`config.mk`:
```
export PLATFORM = sky130hd
export DESIGN_NAME = hub_slot_sched_flat
export DESIGN_NICKNAME = d
export VERILOG_FILES = /design/src/rtl/hub_pkg.sv /design/src/rtl/hub_slot_sched_if.sv /design/src/rtl/hub_onehot_enc.sv /design/src/rtl/hub_slot_sched.sv /design/src/flat_wrapper.sv
export SDC_FILE = /design/constraint.sdc
export NUM_CORES = 1
export LEC_CHECK = 0
export BUFFER_PORTS_ARGS = -buffer_cell sky130_fd_sc_hd__buf_2
export CAP_MARGIN = 5
export CORE_ASPECT_RATIO = 1.5
export CORE_MARGIN = 2
export CORE_UTILIZATION = 50
export DETAILED_ROUTE_END_ITERATION = 16
export PLACE_DENSITY = 0.72
export SLEW_MARGIN = 20
export SYNTH_ARGS = -nofsm -noshare
export SYNTH_HDL_FRONTEND = slang
export SYNTH_HIERARCHICAL = 1
export SYNTH_SLANG_ARGS = --single-unit
```
`constraint.sdc`:
```
create_clock -name clk_cog -period 2.28 [get_ports clk_cog]
set_clock_uncertainty 0.1 [all_clocks]
set_input_delay 0.456 -clock clk_cog [delete_from_list [all_inputs] [get_ports clk_cog]]
set_output_delay 0.456 -clock clk_cog [all_outputs]
set_load 0.02 [all_outputs]
```
`src/rtl/hub_pkg.sv`:
```
// Shared constants and types for the hub slot scheduler.
package hub_pkg;

    localparam int COGS       = 8;
    localparam int SLOT_CLKS  = 2;
    localparam int WAIT_W     = 5;
    localparam int WAIT_LIMIT = 17;

    typedef logic [COGS-1:0]   slot_t;
    typedef logic [WAIT_W-1:0] wait_t;

endpackage

```
`src/rtl/hub_slot_sched_if.sv`:
```
// Hub bus bundle between the cogs (master side) and the slot scheduler (slave side).
interface hub_slot_sched_if
    import hub_pkg::*;
#(
    parameter int N = hub_pkg::COGS
) ();

    logic [N-1:0]         cog_ena;
    logic [N-1:0]         req;
    logic                 ena_bus;
    logic [N-1:0]         bus_sel;
    logic [$clog2(N)-1:0] slot_idx;
    logic                 slot_vld;
    logic                 rot_start;
    logic [N-1:0]         grant;
    logic [N-1:0]         stall;

    modport master (
        output cog_ena, req,
        input  ena_bus, bus_sel, slot_idx, slot_vld, rot_start, grant, stall
    );

    modport slave (
        input  cog_ena, req,
        output ena_bus, bus_sel, slot_idx, slot_vld, rot_start, grant, stall
    );

endinterface

```
`src/rtl/hub_onehot_enc.sv`:
```
// One-hot to binary encoder with a nonzero flag; index is 0 for an all-zero input.
module hub_onehot_enc
    import hub_pkg::*;
#(
    parameter int W     = hub_pkg::COGS,
    parameter int IDX_W = $clog2(W)
) (
    input  logic [W-1:0]     onehot_i,
    output logic [IDX_W-1:0] idx_o,
    output logic             vld_o
);

    always_comb begin
        idx_o = '0;
        for (int i = 0; i < W; i++) begin
            if (onehot_i[i]) begin
                idx_o = idx_o | IDX_W'(i);
            end
        end
        vld_o = |onehot_i;
    end

endmodule

```
`src/rtl/hub_slot_sched.sv`:
```
// Time-division hub slot scheduler: bus phase strobe, one-hot slot rotation, grants and stall monitor.
// Build option HUB_SKIP_IDLE_EN: rotation skips cogs whose cog_ena bit is clear.
module hub_slot_sched
    import hub_pkg::*;
#(
    parameter int COGS       = hub_pkg::COGS,
    parameter int WAIT_LIMIT = hub_pkg::WAIT_LIMIT,
    parameter int WAIT_W     = hub_pkg::WAIT_W
) (
    input  logic            clk_cog,
    input  logic            res,
    hub_slot_sched_if.slave bus
);

    localparam int IDX_W = $clog2(COGS);

    logic                 ena_bus_q, ena_bus_d;
    logic [COGS-1:0]      bus_sel_q, bus_sel_d;
    logic                 rot_start_q, rot_start_d;
    logic [COGS-1:0]      grant_q, grant_d;
    logic [COGS-1:0]      stall_q, stall_d;
    logic [WAIT_W-1:0]    wait_q [COGS];
    logic [WAIT_W-1:0]    wait_d [COGS];

    logic [COGS-1:0]      next_sel;
    logic [COGS-1:0]      first_sel;
    logic [IDX_W-1:0]     slot_idx;
    logic                 slot_vld;

    hub_onehot_enc #(
        .W     (COGS),
        .IDX_W (IDX_W)
    ) u_slot_enc (
        .onehot_i (bus_sel_q),
        .idx_o    (slot_idx),
        .vld_o    (slot_vld)
    );

`ifdef HUB_SKIP_IDLE_EN
    function automatic logic [COGS-1:0] lowest_set(input logic [COGS-1:0] v);
        return v & (~v + COGS'(1));
    endfunction

    // Bits at or below the current slot; an idle bus (0) masks everything so we restart from the bottom.
    logic [COGS-1:0] at_or_below;
    logic [COGS-1:0] above;

    assign at_or_below = (bus_sel_q << 1) - COGS'(1);
    assign above       = bus.cog_ena & ~at_or_below;
    assign next_sel    = (|above) ? lowest_set(above) : lowest_set(bus.cog_ena);
    assign first_sel   = lowest_set(bus.cog_ena);
`else
    assign next_sel    = {bus_sel_q[COGS-2:0], ~|bus_sel_q[COGS-2:0]};
    assign first_sel   = COGS'(1);
`endif

    always_comb begin
        ena_bus_d   = ~ena_bus_q;
        bus_sel_d   = bus_sel_q;
        rot_start_d = 1'b0;
        grant_d     = '0;
        stall_d     = stall_q;
        for (int i = 0; i < COGS; i++) begin
            wait_d[i] = '0;
        end

        // Slot hand-off happens on the high bus phase; the grant lands with it.
        if (ena_bus_q) begin
            bus_sel_d   = next_sel;
            rot_start_d = (|next_sel) && (next_sel == first_sel);
            grant_d     = bus_sel_q & bus.req & bus.cog_ena;
        end

        for (int i = 0; i < COGS; i++) begin
            if (bus.req[i] && bus.cog_ena[i] && !grant_q[i]) begin
                wait_d[i] = (&wait_q[i]) ? wait_q[i] : wait_q[i] + WAIT_W'(1);
            end
            if (wait_d[i] >= WAIT_W'(WAIT_LIMIT)) begin
                stall_d[i] = 1'b1;
            end
        end
    end

    always_ff @(posedge clk_cog) begin
        if (res) begin
            ena_bus_q   <= 1'b0;
            bus_sel_q   <= '0;
            rot_start_q <= 1'b0;
            grant_q     <= '0;
            stall_q     <= '0;
            for (int i = 0; i < COGS; i++) begin
                wait_q[i] <= '0;
            end
        end else begin
            ena_bus_q   <= ena_bus_d;
            bus_sel_q   <= bus_sel_d;
            rot_start_q <= rot_start_d;
            grant_q     <= grant_d;
            stall_q     <= stall_d;
            for (int i = 0; i < COGS; i++) begin
                wait_q[i] <= wait_d[i];
            end
        end
    end

    assign bus.ena_bus   = ena_bus_q;
    assign bus.bus_sel   = bus_sel_q;
    assign bus.slot_idx  = slot_idx;
    assign bus.slot_vld  = slot_vld;
    assign bus.rot_start = rot_start_q;
    assign bus.grant     = grant_q;
    assign bus.stall     = stall_q;

endmodule

```
`src/flat_wrapper.sv`:
```
// flat-port wrapper written by rule: the top's interface ports become plain ports
module hub_slot_sched_flat import hub_pkg::*;
#(
    parameter int COGS       = hub_pkg::COGS,
    parameter int WAIT_LIMIT = hub_pkg::WAIT_LIMIT,
    parameter int WAIT_W     = hub_pkg::WAIT_W
)
  (clk_cog, res, bus_cog_ena, bus_req, bus_ena_bus, bus_bus_sel, bus_slot_idx, bus_slot_vld, bus_rot_start, bus_grant, bus_stall);
  hub_slot_sched_if bus_i ();
  input  logic clk_cog;
  input  logic res;
  input wire logic [$bits(bus_i.cog_ena)-1:0] bus_cog_ena;
  input wire logic [$bits(bus_i.req)-1:0] bus_req;
  output wire logic [$bits(bus_i.ena_bus)-1:0] bus_ena_bus;
  output wire logic [$bits(bus_i.bus_sel)-1:0] bus_bus_sel;
  output wire logic [$bits(bus_i.slot_idx)-1:0] bus_slot_idx;
  output wire logic [$bits(bus_i.slot_vld)-1:0] bus_slot_vld;
  output wire logic [$bits(bus_i.rot_start)-1:0] bus_rot_start;
  output wire logic [$bits(bus_i.grant)-1:0] bus_grant;
  output wire logic [$bits(bus_i.stall)-1:0] bus_stall;
  assign bus_i.cog_ena = bus_cog_ena;
  assign bus_i.req = bus_req;
  assign bus_ena_bus = bus_i.ena_bus;
  assign bus_bus_sel = bus_i.bus_sel;
  assign bus_slot_idx = bus_i.slot_idx;
  assign bus_slot_vld = bus_i.slot_vld;
  assign bus_rot_start = bus_i.rot_start;
  assign bus_grant = bus_i.grant;
  assign bus_stall = bus_i.stall;
  hub_slot_sched #(.COGS(COGS), .WAIT_LIMIT(WAIT_LIMIT), .WAIT_W(WAIT_W)) u_core (.clk_cog(clk_cog), .res(res), .bus(bus_i));
endmodule
```
==> impl.org, run 1 <==
** Detailed routing
- Detailed-router iteration count before antenna repair :: 4
- Starting DRT DRC Count :: just over 60
- The routed layout has around 2.5k vias.
- Total routed wirelength :: 6.17 mm
- Remaining antenna violation count :: 0
- After detailed routing, the number of vias per cell comes to around 5.7.
- After detailed routing, the number of remaining DRC violations is 0.
- In the final routed layout, each cell accounts on average for about 14 µm.

** Placed design
- Port buffering added 47 buffers.
- Weighted congestion reported at the end of routability-driven placement :: around 0.8
- Detailed placement finished with a half-perimeter wire length of about 4.6 mm.
- Summing all placed instances gives a cell area of 0.00338 mm².

** Setup path
- Required time worst endpoint :: between 1.5 and 2 ns
- Register-to-Register Path Depth :: 5
- The endpoint identified for the worst register-to-register timing path is u_core/bus.stall[4].
- The worst setup path is launched from a flop.
- The largest single stage delay on the critical path is around 0.54 ns.
- Launch point of the critical path :: u_core/bus.bus_sel[5]
- Crit Reg-Reg Startpoint :: u_core/wait_q[1][0]
- Worst path cell trace :: or4_4, nand2b_4, buf_2
- CP Capture Type :: primary output
- WP data arrival :: roughly 1.6 ns
- Critical-path top delay cell :: or4_4
- Crit path capture :: bus_slot_vld
- Across all register-to-register paths, the minimum setup slack is between 0.4 and 0.5 ns.
- The number of buffers and inverters on the critical path is 1.
- Of all nets on the critical path, the largest fanout is 7.
- WS Path Type :: flop to primary output
- On the critical path the largest part of the delay comes from simple AND/OR/NAND/NOR gates.
- Count of cell instances traversed by the critical path :: 3

** Job
- Across the run, the number of max-cap violations was 0.

** GRT
- The layer flagged by global routing as most heavily used is met2.
- GRT met3 Usage :: 0.0538
- For met1 alone, demand over resource in global routing was 0.224.
- Via count of the first global-routing pass :: 2372
- For met2 alone, demand over resource in global routing was 0.346.
- Residual overflow from global routing :: 0
- The initial antenna violation count is 0.
- Pin count of the biggest net entering global routing :: 15
- Global-route total usage across every layer :: 0.200
- First-pass GRT wire length :: approximately 10 mm

** Floorplanning
- Die area :: between 0.006 and 0.007 mm²
- Die W :: 68.2 µm
- Number of primary I/O pins :: 48
- From bottom edge to top edge, the die measures 100 µm.
- Effective utilization at floorplan :: 0.511
- Core region area :: 0.00604 mm²
- The initialized floorplan defines 35 standard-cell rows.

** Timing
- Max Transition Viols Final :: 0
- The final hold violation count was 0.
- At the pin with the least slew margin, the transition time is 0.458 ns.
- Setup repair after global routing left no endpoint under its margin.
- Remaining max-slew budget at the tightest pin :: 0.692
- Setup violations remaining at the end of the flow were counted as 0.
- Time the final worst path needs with I/O delays and setup :: around 2.1 ns
- Final clock period utilization by the worst path :: 0.932
- Aggregate negative setup slack :: 0 ns
- For this run, the top clock speed supported by timing is about 0.47 GHz.

** Clocking
- For this design, the sink count on the clock tree is 66.
- For this design, the CTS-stage hold fixing added 0 buffers.
- Clock-pin slew on the worst setup and hold paths :: about 0.070 ns
- Buffers inserted during clock tree synthesis total 9.
- Clock latency on the worst-skew pair :: 0.33 ns
- TritonCTS clock tree :: built
- Clock tree root buffer cell :: clkbuf_8
- Setup Buffers After CTS :: 0
- In this run the deepest clock path goes through 2 buffers.
- Clock H-tree levels :: 3
- Count of cells resized by post-cts repair :: 0

** Logic synthesis
- The synthesized netlist contains 33 unique library cells.
- Yosys printed 6 warnings.
- Post-Syn Area :: between 0.003 and 0.004 mm²
- The cell count after synthesis came out at between 300 and 400.
- Per-instance average area after synthesis :: 10.0 µm²
- The number of nets in the synthesized netlist is 334.
- Cell type with the highest aggregate area in the netlist :: dfxtp_1
- Area share of the largest cell type after synthesis :: 0.428
- Sequential area share after synthesis :: 0.428
- Synthesis inferred 66 register bits.
- Top cells by area, synth :: dfxtp_1 (43%), nor2_1 (5.0%), mux2i_1 (4.9%)

** Layout
- Relative to the synthesized area, the layout overhead comes to 16.6%.
- Counting the fill cells in the layout gives about 530.
- Fraction of final layout cells with drive strength greater than 1 :: 0.241
- At the end of the flow the core is filled with cells to 0.596.
- The finished cells cover about 0.0036 mm².
- At the end of the flow, the number of nets in the layout was 386.
- Ant diodes :: 0

** Pwr
- Leakage dissipation :: 1.59 nW
- Sum of internal, switching and leakage power :: about 0.0024 W
- Maximum vdd drop :: 0.488 mV
- In this run the power density over the cells is around 660 mW/mm².

** Status
- The run finished with clean final reports.

** Worst hold path
- In this run the worst hold path is classified as input port to flop.
[where the power goes]
part	switching (W)	internal, W
sequential	0.0000187	0.00117
clock	0.000434	0.000625
combinational	0.0000694	0.0000574
total	0.000522	0.00185
[state kept, by name, summed over array words and instances (netlist names)]
signal,count
u_core/bus.stall,8
u_core/bus.grant,8
u_core/bus.ena_bus,1
u_core/bus.rot_start,1
u_core/bus.bus_sel,8
u_core/wait_q,40
[routing by layer]
layer / routed length [µm] / part of all wire
met5: 0 / 0
met4: 72 / 0.012
met3: 295 / 0.048
met2: 3170 / 0.51
met1: 2630 / 0.43
[area by class of cell]
class / count / area, µm² / area share
Multi-Input combinational cell: 231 / 1700 / 0.471
Sequential cell: 66 / 1320 / 0.367
Timing Repair Buffer: 51 / 265 / 0.0736
Clock buffer: 13 / 179 / 0.0497
Tap cell: 74 / 92.6 / 0.0257
Clock inverter: 3 / 45.0 / 0.0125
Inverter: 1 / 3.75 / 0.00104
[worst min-delay path by stage]
| stage | start | end | slack, ns | cells past startpoint |
|---|---|---|---|---|
| 6_report | res | u_core/bus.stall[4] | 0.28 | 2 |
| 5_1_grt | res | u_core/bus.stall[4] | 0.27 | 2 |
| 4_1_cts | res | u_core/bus.stall[4] | 0.27 | 2 |
| 3_5_place_dp | u_core/bus.stall[4] | u_core/bus.stall[4] | 0.37 | 2 |
| 3_3_place_gp | u_core/bus.stall[4] | u_core/bus.stall[4] | 0.34 | 2 |
| 2_1_floorplan | u_core/bus.bus_sel[6] | u_core/bus.rot_start | 0.40 | 1 |
[Yosys cell counts, drive strengths merged]
| master | count |
|---|---|
| dfxtp | 66 |
| nor2 | 41 |
| or3 | 22 |
| a21oi | 21 |
| mux2i | 15 |
| xnor2 | 15 |
| nor3 | 14 |
| nand2 | 10 |
| a31oi | 9 |
| nand3 | 9 |
| a221oi | 8 |
| and4 | 8 |
| buf | 8 |
| ha | 8 |
| nand3b | 8 |
| nand4 | 8 |
| and4b | 7 |
| o211ai | 7 |
| xor2 | 7 |
| nor4 | 3 |
| or4 | 3 |
| clkbuf | 2 |
| a21boi | 1 |
| a21o | 1 |
| a41oi | 1 |
| and2b | 1 |
| inv | 1 |
| nand2b | 1 |
| nor2b | 1 |
| o32ai | 1 |
| or2 | 1 |
[metrics by stage]
step	hold slack [ns]	std cells	setup slack, ns
3_3_place_gp	0.344	423	0.477
3_5_place_dp	0.371	423	0.443
4_1_cts	0.265	439	0.129
2_1_floorplan	0.402	308	0.547
6_report	0.282	439	0.156
5_1_grt	0.268	439	0.0755
[placed cells by master, fill, tap and decap left out, types with 3 or more instances in the layout]
cell type and count:
dfxtp_1 66, buf_2 47, nor2_1 41, or3_1 22, a21oi_1 21, mux2i_1 15, xnor2_1 15, nor3_1 14
clkbuf_8 13, nand2_1 10, nand3_1 9, a31oi_1 9, and4_1 8, nand3b_1 8, a221oi_2 8, ha_1 8
nand4_4 7, xor2_1 7, and4b_1 7, o211ai_1 7, buf_4 4, nor4_1 3
[cells by family (layout without fill, tap and decap cells)]
group                    count (synthesis)  in the layout  synth area share
AND/OR/NAND/NOR                        137            137             0.287
flip-flops                              66             66             0.428
AO/OA/AOI/OAI                           49             49             0.119
XOR/XNOR                                22             22            0.0624
multiplexers                            15             15            0.0486
buffers and inverters                   11             68            0.0231
adder cells (fa/ha/maj)                  8              8            0.0324
No activity file was read; power rests on OpenSTA's default activity.
==> run 2, diff against run 1 <==
--- a/config.mk
+++ b/config.mk
@@ -12,2 +12,3 @@
 export CORE_UTILIZATION = 50
+export CTS_CLUSTER_SIZE = 40
 export DETAILED_ROUTE_END_ITERATION = 16
==> constraint.sdc (replaced) <==
create_clock -name clk_cog -period 2.28 [get_ports clk_cog]
set_clock_uncertainty 0.1 [all_clocks]
set_input_delay 0 -clock clk_cog [delete_from_list [all_inputs] [get_ports clk_cog]]
set_output_delay 0 -clock clk_cog [all_outputs]
set_load 0.02 [all_outputs]
==> impl.org, run 2 (synthesized netlist as in run 1, its figures left out) <==
** Floorplanning
- The floorplan step defined a die boundary enclosing ~0.0068 mm².
- In this run the standard cell core region covers between 0.006 and 0.007 mm².
- Effective utilization at floorplan :: 0.511
- In this run the horizontal extent of the chip is roughly 70 µm.
- In this run the vertical extent of the chip is between 100 and 150 µm.
- After floorplanning, the core was divided into 35 placement rows.
- Number of primary I/O pins :: 48

** GRT
- Grt met2 use :: 0.343
- The via count of the first global-routing pass came to roughly 2.4k.
- The layer flagged by global routing as most heavily used is met2.
- Pin count of the biggest net entering global routing :: 18
- After global routing the overflow that remains totals 0.
- Global-route total usage across every layer :: 0.198
- Number of antenna violations at the first check in global routing :: 0
- GRT met3 Usage :: 0.0348
- The first global-routing pass estimated between 10 and 15 mm of wire.
- For this run, global-route usage on met1 was measured as 0.223.

** Timing
- Total setup violations reported at the end of the flow :: 0
- The final hold violation count came to 0.
- After layout, the worst setup slack is approximately 0.35 ns.
- Dividing the final minimum period by the clock period gives 0.845.
- Timing would allow up to between 0.5 and 0.6 GHz.
- Unrepaired setup endpoints after global routing :: no
- Max Transition Viols Final :: 0
- The routed design could run at a clock period as short as roughly 1.9 ns.
- Remaining max-slew budget at the tightest pin :: 0.689
- At the pin with the least slew margin, the transition time is 0.463 ns.
- Aggregate negative setup slack :: 0 ns
- On the final layout, the worst hold slack is around 0.36 ns.

** Status
- Result of the run :: finished clean

** Pwr
- Leakage dissipation :: approximately 1.7 nW
- In this run the power density over the cells is 600 mW/mm².
- Maximum vdd drop :: around 0.44 mV

** Clocking
- Clock tree root buffer cell :: clkbuf_8
- Once the clock tree was built, the setup fixing pass inserted 0 buffers.
- TritonCTS clock tree :: built
- Post-CTS Hold Fix Bufs :: 25
- Count of cells resized by post-cts repair :: 0
- The tree built by TritonCTS fans out to 66 sinks.
- Clock-pin slew on the worst setup and hold paths :: 0.06 ns
- The H-tree generated during clock tree synthesis spans 3 levels.
- TritonCTS created 9 clock buffers.
- In this run the deepest clock path goes through 2 buffers.
- Clock latency on the worst-skew pair :: about 0.33 ns

** Detailed routing
- Starting DRT DRC Count :: between 60 and 70
- After detailed routing, the total wire length is ~6.5 mm.
- Dividing the detail-routed via count by the number of cells gives between 5 and 6.
- The count of nets left with antenna violations once routing finished came out at 0.
- Dividing the detail-routed wire length by the instance count gives ~14 µm.
- Detailed-router iteration count before antenna repair :: 4
- Vias post-DR :: ~2.6k
- DRC errors left :: 0

** Setup path
- WP data arrival :: slightly above 2 ns
- STA classifies the critical path endpoint as a flop.
- Maximum fanout count along the critical path :: 17
- In this run the critical register-to-register path is captured at u_core/bus.stall[5].
- Register-to-Register Path Depth :: 5
- Crit Reg-Reg Startpoint :: u_core/wait_q[1][5]
- Reg-to-reg setup timing slack :: 0.44 ns
- WS Path Type :: input port to flop
- Required time worst endpoint :: ~2.4 ns
- STA classifies the critical path startpoint as an input port.

** Layout
- Ant diodes :: 0
- # nets final :: 410
- Final instance area :: about 0.0038 mm²
- In the final layout, the share of cells above drive strength 1 is 0.221.
- Number of flip-flops in the largest register :: 40
- The register with the most flip-flops in the final layout is u_core/wait_q.
- The library cells used most frequently in the layout, excluding fill and tap cells, are dfxtp_1 (66), buf_2 (47), nor2_1 (41), dlygate4sd3_1 (25), or3_1 (22).
- After the flow finishes, the layout carries non-filler instances totaling about 460.
- # fillers :: around 500
- Leaving out fill and tap cells, the most frequent cell in the layout is dfxtp_1.
- Relative to the synthesized area, the layout overhead comes to 23.8%.

** Placed design
- Port bufs :: 47
- Weighted congestion reported at the end of routability-driven placement :: ~0.76
- Before CTS, the worst setup slack after placement is about 0.46 ns.
- The placed instances occupy a cell area of around 0.0034 mm².
- Once placement completed, the tool counted placed cells totaling ~420.
- Detailed Place HPWL :: 4.51 mm

** Job
- Max-cap violations in this run came to 0.

** Worst hold path
- Hold worst-path end :: u_core/bus.stall[4]
- Start point of the worst hold path :: u_core/bus.stall[4]
- Cell depth of the worst min-delay path :: 2
- HP Class :: flop to flop
run 2: cell count changes in the layout (fill, tap and decap cells not counted), sizes merged:
| cell | delta |
|---|---|
| buf | -1 |
| bufinv | -1 |
| clkbuf | +2 |
| clkinv | +1 |
| clkinvlp | -2 |
| dlygate4sd3 | +25 |
run 2: report_power, final:
group	total [W]	switching [W]	internal, W
registers	0.00119	0.0000198	0.00117
logic	0.000148	0.0000722	0.0000754
clock network	0.000961	0.000418	0.000543
total	0.00229	0.000510	0.00178
run 2: cell type report:
cell class | instances | area (µm²) | share of cell area
Multi-Input combinational cell | 231 | 1700 | 0.444
Sequential cell | 66 | 1320 | 0.346
Timing Repair Buffer | 75 | 508 | 0.133
Clock buffer | 15 | 196 | 0.0514
Tap cell | 74 | 92.6 | 0.0242
Clock inverter | 1 | 5.00 | 0.00131
Inverter | 1 | 3.75 | 0.000982
run 2: routing by layer:
metal,part of all wire,up-vias,wire length (µm)
li1,-,1304,-
met1,0.44,1255,2860
met2,0.50,43,3250
met3,0.038,8,245
met4,0.018,0,119
met5,0,-,0
run 2: how the worst max path moves through the flow:
stage	slack, ns	end	start	depth (start not counted)
5_1_grt	0.30	u_core/bus.grant[4]	res	6
4_1_cts	0.39	u_core/bus.grant[0]	res	6
2_1_floorplan	0.60	u_core/bus.stall[4]	u_core/wait_q[1][0]	5
3_3_place_gp	0.49	u_core/bus.stall[5]	u_core/wait_q[1][5]	5
3_5_place_dp	0.46	u_core/bus.stall[5]	u_core/wait_q[1][5]	5
6_report	0.35	u_core/bus.grant[4]	res	6
run 2: metrics by stage:
stage,power (W),utilization
3_5_place_dp,0.00134,0.558
3_3_place_gp,0.00133,0.558
6_report,0.00229,0.633
5_1_grt,0.00237,0.633
4_1_cts,0.00232,0.633
2_1_floorplan,0.00129,-
run 2: critical path: stages:
cell and delay (ns):
dlygate4sd3_1 0.54, buf_2 0.33, and2b_1 0.24, buf_4 0.18, and4_1 0.20, dlygate4sd3_1 0.55
